==> src/rtl/four_xor.sv <==
// Registered four-operand XOR tree: E = A^B, F = C^D, G = E^F, with a
// one-cycle valid pipeline. Lanes are bitwise independent.
module four_xor #(
    parameter int unsigned WIDTH = 1
) (
    input  logic             clk,
    input  logic             rst_n,
    input  logic             in_valid,
    input  logic [WIDTH-1:0] A,
    input  logic [WIDTH-1:0] B,
    input  logic [WIDTH-1:0] C,
    input  logic [WIDTH-1:0] D,
    output logic             out_valid,
    output logic [WIDTH-1:0] E,
    output logic [WIDTH-1:0] F,
    output logic [WIDTH-1:0] G
);

    logic [WIDTH-1:0] e_next_c;
    logic [WIDTH-1:0] f_next_c;
    logic [WIDTH-1:0] g_next_c;

    // G is built from the pair results so G == E ^ F holds by construction
    always_comb begin
        e_next_c = A ^ B;
        f_next_c = C ^ D;
        g_next_c = e_next_c ^ f_next_c;
    end

    // Results only move on a valid capture; X on idle inputs never reaches state
    always_ff @(posedge clk or negedge rst_n) begin
        if (!rst_n) begin
            out_valid <= 1'b0;
            E         <= '0;
            F         <= '0;
            G         <= '0;
        end else begin
            out_valid <= in_valid;
            if (in_valid) begin
                E <= e_next_c;
                F <= f_next_c;
                G <= g_next_c;
            end
        end
    end

endmodule

==> config.mk <==
export PLATFORM = sky130hd
export DESIGN_NAME = four_xor
export DESIGN_NICKNAME = d
export VERILOG_FILES = /design/src/rtl/four_xor.sv
export SDC_FILE = /design/constraint.sdc
export NUM_CORES = 1
export LEC_CHECK = 0
export CAP_MARGIN = 0
export CELL_PAD_IN_SITES_DETAIL_PLACEMENT = 0
export CELL_PAD_IN_SITES_GLOBAL_PLACEMENT = 2
export CORE_AREA = 2 2 39 41
export CTS_BUF_LIST = sky130_fd_sc_hd__clkbuf_8
export DETAILED_ROUTE_END_ITERATION = 6
export DIE_AREA = 0 0 41 43
export PLACE_DENSITY = 0.63
export SETUP_SLACK_MARGIN = 0.2
export SYNTH_ARGS = -nofsm -noshare
export SYNTH_HDL_FRONTEND = slang
export SYNTH_SLANG_ARGS = --single-unit
export TNS_END_PERCENT = 30
==> constraint.sdc <==
create_clock -name clk -period 1 [get_ports clk]
set_clock_uncertainty 0.1 [all_clocks]
set_input_delay 0.25 -clock clk [delete_from_list [all_inputs] [get_ports clk]]
set_output_delay 0.25 -clock clk [all_outputs]
set_load 0.02 [all_outputs]
==> impl_metrics.json, run 1 <==
{
  "start_util_pct": 11.0,
  "via_per_inst": 3.40,
  "synth_seq_cells": 4,
  "first_iter_violations": 0,
  "peakVddDrop_mv": 0.447,
  "fin_util_pct": 23.7,
  "p_switching_w": 0.000164,
  "finalCritPeriodShare_pct": 109,
  "clk_latency_ns": 0.22,
  "die_w_um": 41,
  "diodes": 0,
  "synthXorXnorAreaFrac_pct": 17.2,
  "routedWlPerCell_um": 7.93,
  "final_cell_mix": "buf_2 (6), dfrtp_1 (3), nor2_1 (3), a21oi_1 (3), clkbuf_8 (3)",
  "min_period_ns": 1.09,
  "max_cap_viol_count": 0,
  "synth_fa_ha_area_share_pct": 0,
  "grt_pass1_vias": 130,
  "setup_ws_ns": -0.0935,
  "p_clk_share_pct": 51.7,
  "critPathBufInv": 1,
  "arrival_ns": 0.74,
  "num-fill-cells": 152,
  "core_sq_um": 1380,
  "syn2layout_area_growth_pct": 115,
  "dr.pass1.iters": 1,
  "nets": 35,
  "pwr-share-seq_pct": 28.5,
  "setup_violations": 4,
  "status": "complete, but fails checks",
  "tightestPinTransition_ns": 0.234,
  "combPwrFrac_pct": 19.8,
  "route.vias.total": 146,
  "grt_pass1_wl_um": 462,
  "cts_buffers": 3,
  "cts.clk_slew.worst_paths_ns": 0.04,
  "totalWireLength_um": 341,
  "fp.dieH_um": 43,
  "crit_chain": "buf_6",
  "synth_compound_area_share_pct": 9.84,
  "cpPeakStageDelay_ns": 0.39,
  "cp_top_family": "flip-flops",
  "rows": 14,
  "cts-root-buf": "clkbuf_8",
  "clock-sinks": 4,
  "start_kind": "flop",
  "gr-total-overflow": 0,
  "syn_inst": 13,
  "ys_types": 4,
  "yosys.area_share.simple_pct": 7.38,
  "grt.total_usage_pct": 4.93,
  "finalHoldViolCount": 0,
  "synth-warning-count": 0,
  "path_max_fanout": 2,
  "internal_power_w": 0.000516,
  "grt_max_degree": 8,
  "leakagePower_nw": 0.146,
  "gp_congestion": 0.456,
  "ant_nets": 0,
  "cts_tree": "yes",
  "dieArea_sq_um": 1760,
  "synth.area.mux_share_pct": 0,
  "synth_area_sq_um": 153,
  "critical_path_required_ns": 0.65,
  "grt_setup_unrepaired": "yes",
  "antenna_found_initial": 0,
  "synth_top_family_by_area": "XOR/XNOR gates",
  "min_path_type": "in -> async",
  "slew_viol_final": 0,
  "ctsHoldBuffers": 0,
  "port_buffers": 10,
  "clockBufferDepth": 2,
  "worst_hold_slack_ns": 0.130,
  "worstSetupEndpointType": "primary output",
  "syn-num-nets": 20,
  "fmax_ghz": 0.914,
  "path_class": "reg -> out",
  "drive_gt1_share_pct": 51.9,
  "crit_slowest_cell": "dfrtp_2",
  "failed_checks": "negative setup slack",
  "io_pins": 11,
  "remaining_drc_errors": 0,
  "slew_headroom_pct": 84.4,
  "netSwitchingFraction_pct": 24.1,
  "yosysSeqAreaShare_pct": 65.6,
  "finalSetupTns_ns": -0.319,
  "avgSynthCellArea_sq_um": 11.7,
  "cts_htree_levels": 1,
  "power.density_nw_per_um2": 2070,
  "layout_commonest_cell": "buf_2"
}
-- synth_stat cells --
cell     n  area [sq um]
a21oi_1  3          15.0
dfrtp_1  4           100
nor2_1   3          11.3
xnor2_1  3          26.3
-- kinds of logic after synthesis --
logic type,count (synthesis)
flip-flops,4
AND/OR/NAND/NOR,3
AO/OA/AOI/OAI,3
XOR/XNOR,3
-- cell type report --
| class | instances | area (sq um) | area share (%) |
|---|---|---|---|
| Clock buffer | 3 | 41.3 | 12.6 |
| Clock inverter | 1 | 3.75 | 1.15 |
| Multi-Input combinational cell | 9 | 90.1 | 27.5 |
| Sequential cell | 4 | 101 | 30.9 |
| Tap cell | 16 | 20.0 | 6.11 |
| Timing Repair Buffer | 10 | 71.3 | 21.8 |
-- metrics by stage --
step	total power (W)	cells	worst slack (ns)	instance area [sq um]
after global placement	0.000342	39	-0.389	312
after detailed placement	0.000343	39	-0.392	312
after CTS	0.000696	43	-0.0989	347
after global routing	0.000715	43	-0.118	328
after floorplan	0.000263	13	0.191	191
final	0.000680	43	-0.0935	328
-- power by group through the flow --
stage,clock network (W),registers [W],logic (W)
final,0.000351,0.000194,0.000135
after global routing,0.000373,0.000197,0.000146
after CTS,0.000361,0.000194,0.000140
after detailed placement,0,0.000194,0.000149
after global placement,0,0.000193,0.000148
after floorplan,0,0.000219,0.0000439
-- per-layer routing --
layer | part of all wire, % | GRT usage (%)
met1 | 35 | 3.24
met4 | 5.0 | 10.0
met5 | 0 | 0
met3 | 24 | 3.14
met2 | 35 | 5.63
-- state kept, by name (all words and copies together), names as in the netlist --
| register | cells |
|---|---|
| out_valid | 1 |
| F | 1 |
| G | 1 |
| E | 1 |
-- final timing paths --
check / startpoint / endpoint / slack [ns] / cells past startpoint
max in group asynchronous: rst_n / E / 0.49 / 1
min in group clk: A / E / 0.27 / 3
hold / removal: rst_n / G / 0.13 / 1
hold reg to reg: F / F / 0.42 / 2
setup / recovery: E / E / -0.09 / 1
setup reg to reg: E / E / 0.22 / 2
-- timing repair --
item                                    4_1_cts  5_1_grt
resized for setup                            34        3
setup buffers                                 0        0
pin swaps                                     3        5
endpoints found under the setup margin        8        6
No activity file was read; power rests on OpenSTA's default activity.
==> run 2, diff against run 1 <==
--- a/config.mk
+++ b/config.mk
@@ -14,3 +14,3 @@
 export DIE_AREA = 0 0 41 43
-export PLACE_DENSITY = 0.63
+export PLACE_DENSITY_LB_ADDON = 0.12
 export SETUP_SLACK_MARGIN = 0.2
--- a/constraint.sdc
+++ b/constraint.sdc
@@ -4,2 +4,2 @@
 set_output_delay 0.25 -clock clk [all_outputs]
-set_load 0.02 [all_outputs]
+set_load 0.05 [all_outputs]
==> run 2 against run 1 <==
Net effect: the run still ends with negative setup slack left; cell area is 15% higher; via count is 3.4% lower; die area stayed put; critical path depth stayed put; flip-flop and latch count stayed put; clock power is 5% lower; clock-buffer cell count stayed put.
==> impl_metrics.json, run 2 (same netlist as run 1, synthesis figures left out) <==
{
  "status": "complete, but fails checks",
  "failed_checks": "negative setup slack",
  "use_met3_pct": 5.24,
  "slew_headroom_pct": 88.1,
  "cts.clk_slew.worst_paths_ns": 0.03,
  "gr-usage-met2_pct": 6.56,
  "rows": 14,
  "core_sq_um": 1380,
  "internal_power_w": 0.000563,
  "fin_util_pct": 27.3,
  "cts_buffers": 3,
  "clock-sinks": 4,
  "finalCritPeriodShare_pct": 113,
  "min_period_ns": 1.13,
  "worstSetupEndpointType": "primary output",
  "p_switching_w": 0.000205,
  "grt_pass1_wl_um": 614,
  "start_kind": "flop",
  "finalInstanceArea_sq_um": 378,
  "grt_max_degree": 8,
  "syn2layout_area_growth_pct": 148,
  "first_iter_violations": 4,
  "peakVddDrop_mv": 0.507,
  "via_per_inst": 3.20,
  "gr-total-overflow": 0,
  "min_path_type": "in -> async",
  "p_clk_share_pct": 43.2,
  "multi_input_area_sq_um": 75.1,
  "power.density_nw_per_um2": 2030,
  "drive_gt1_share_pct": 78.6,
  "clockBufferDepth": 2,
  "dr.pass1.iters": 2,
  "path_max_fanout": 2,
  "num-fill-cells": 151,
  "crit_slowest_cell": "dfrtp_2",
  "critPathBufInv": 1,
  "dieArea_sq_um": 1760,
  "max_cap_viol_count": 0,
  "grt.total_usage_pct": 6.55,
  "fmax_ghz": 0.884,
  "diodes": 0,
  "nets": 37,
  "die_w_um": 41,
  "totalWireLength_um": 328,
  "stdcell_count": 44,
  "met1_usage_pct": 5.21,
  "cts_tree": "yes",
  "ant_nets": 0,
  "gp_congestion": 0.610,
  "combPwrFrac_pct": 29.8,
  "fp.dieH_um": 43,
  "grt_setup_unrepaired": "yes",
  "antenna_found_initial": 0,
  "arrival_ns": 0.78,
  "final_cell_mix": "dfrtp_2 (4), buf_12 (4), nor2_1 (3), clkbuf_8 (3), buf_2 (3)",
  "cpPeakStageDelay_ns": 0.41,
  "path_class": "reg -> out",
  "io_pins": 11,
  "cts-root-buf": "clkbuf_8",
  "setup_violations": 4,
  "place_area_sq_um": 333,
  "critical_path_required_ns": 0.65,
  "tightestPinTransition_ns": 0.178,
  "port_buffers": 10,
  "routedWlPerCell_um": 7.45,
  "cp_top_family": "flip-flops",
  "netSwitchingFraction_pct": 26.7,
  "pwr-share-seq_pct": 27.0,
  "start_util_pct": 11.0,
  "route.vias.total": 141,
  "dp.cells": 41,
  "clk_latency_ns": 0.21,
  "grt_busiest_layer": "met4",
  "remaining_drc_errors": 0,
  "setup_ws_ns": -0.132,
  "grt_pass1_vias": 153,
  "cts_setup_buffers": 0,
  "crit_chain": "buf_12",
  "register_area_sq_um": 105,
  "finalHoldViolCount": 0,
  "cts_htree_levels": 1,
  "slew_viol_final": 0,
  "leakagePower_nw": 0.165
}
==> run 2: through the flow <==
step / hold slack, ns / power (W) / TNS, ns / setup WS, ns
after floorplan: -0.146 / 0.000296 / 0 / 0.125
after global placement: 0.372 / 0.000435 / -1.15 / -0.382
after detailed placement: 0.365 / 0.000436 / -1.16 / -0.391
after CTS: 0.141 / 0.000781 / -0.520 / -0.137
after global routing: 0.138 / 0.000816 / -0.584 / -0.155
final: 0.138 / 0.000768 / -0.494 / -0.132
==> run 2: per-layer routing <==
layer	vias up	wire, um
met1	58	92
met5	-	0
met2	9	183
li1	72	-
met3	2	36
met4	0	14
==> run 2: worst paths after layout <==
path	start	slack, ns	endpoint	depth (start not counted)
min	rst_n	0.14	E	1
max in group asynchronous	rst_n	0.48	F	1
max reg2reg	E	0.22	E	2
max	E	-0.13	E	1
min in group clk	in_valid	0.15	out_valid	1
min reg2reg	F	0.45	F	2
==> run 2: final cells by class <==
| type | count | area share (%) |
|---|---|---|
| repair buffers | 12 | 36.1 |
| clock buffers | 3 | 10.9 |
| well taps | 16 | 5.30 |
| flip-flops and latches | 4 | 27.8 |
| multi-input cells | 9 | 19.9 |
==> run 2: what timing repair did <==
action,in CTS,in global routing
endpoints found under the hold margin,0,0
setup endpoints to repair,8,7
pin swaps,1,4
hold buffers,0,0
gates resized for setup,20,4
==> run 2: power groups by stage <==
stage	combinational (W)	sequential (W)	clock, W
floorplan	0.0000290	0.000267	0
global placement	0.000226	0.000208	0
detailed placement	0.000226	0.000210	0
CTS	0.000232	0.000208	0.000341
global route	0.000240	0.000210	0.000365
finish	0.000229	0.000207	0.000332
==> run 3, diff against run 2 <==
CAP_MARGIN = unset   (was 0)
CTS_CLUSTER_SIZE = 24   (was unset)
==> results of run 3 <==
No change in the layout: final DEF, timing and power equal those of run 2.
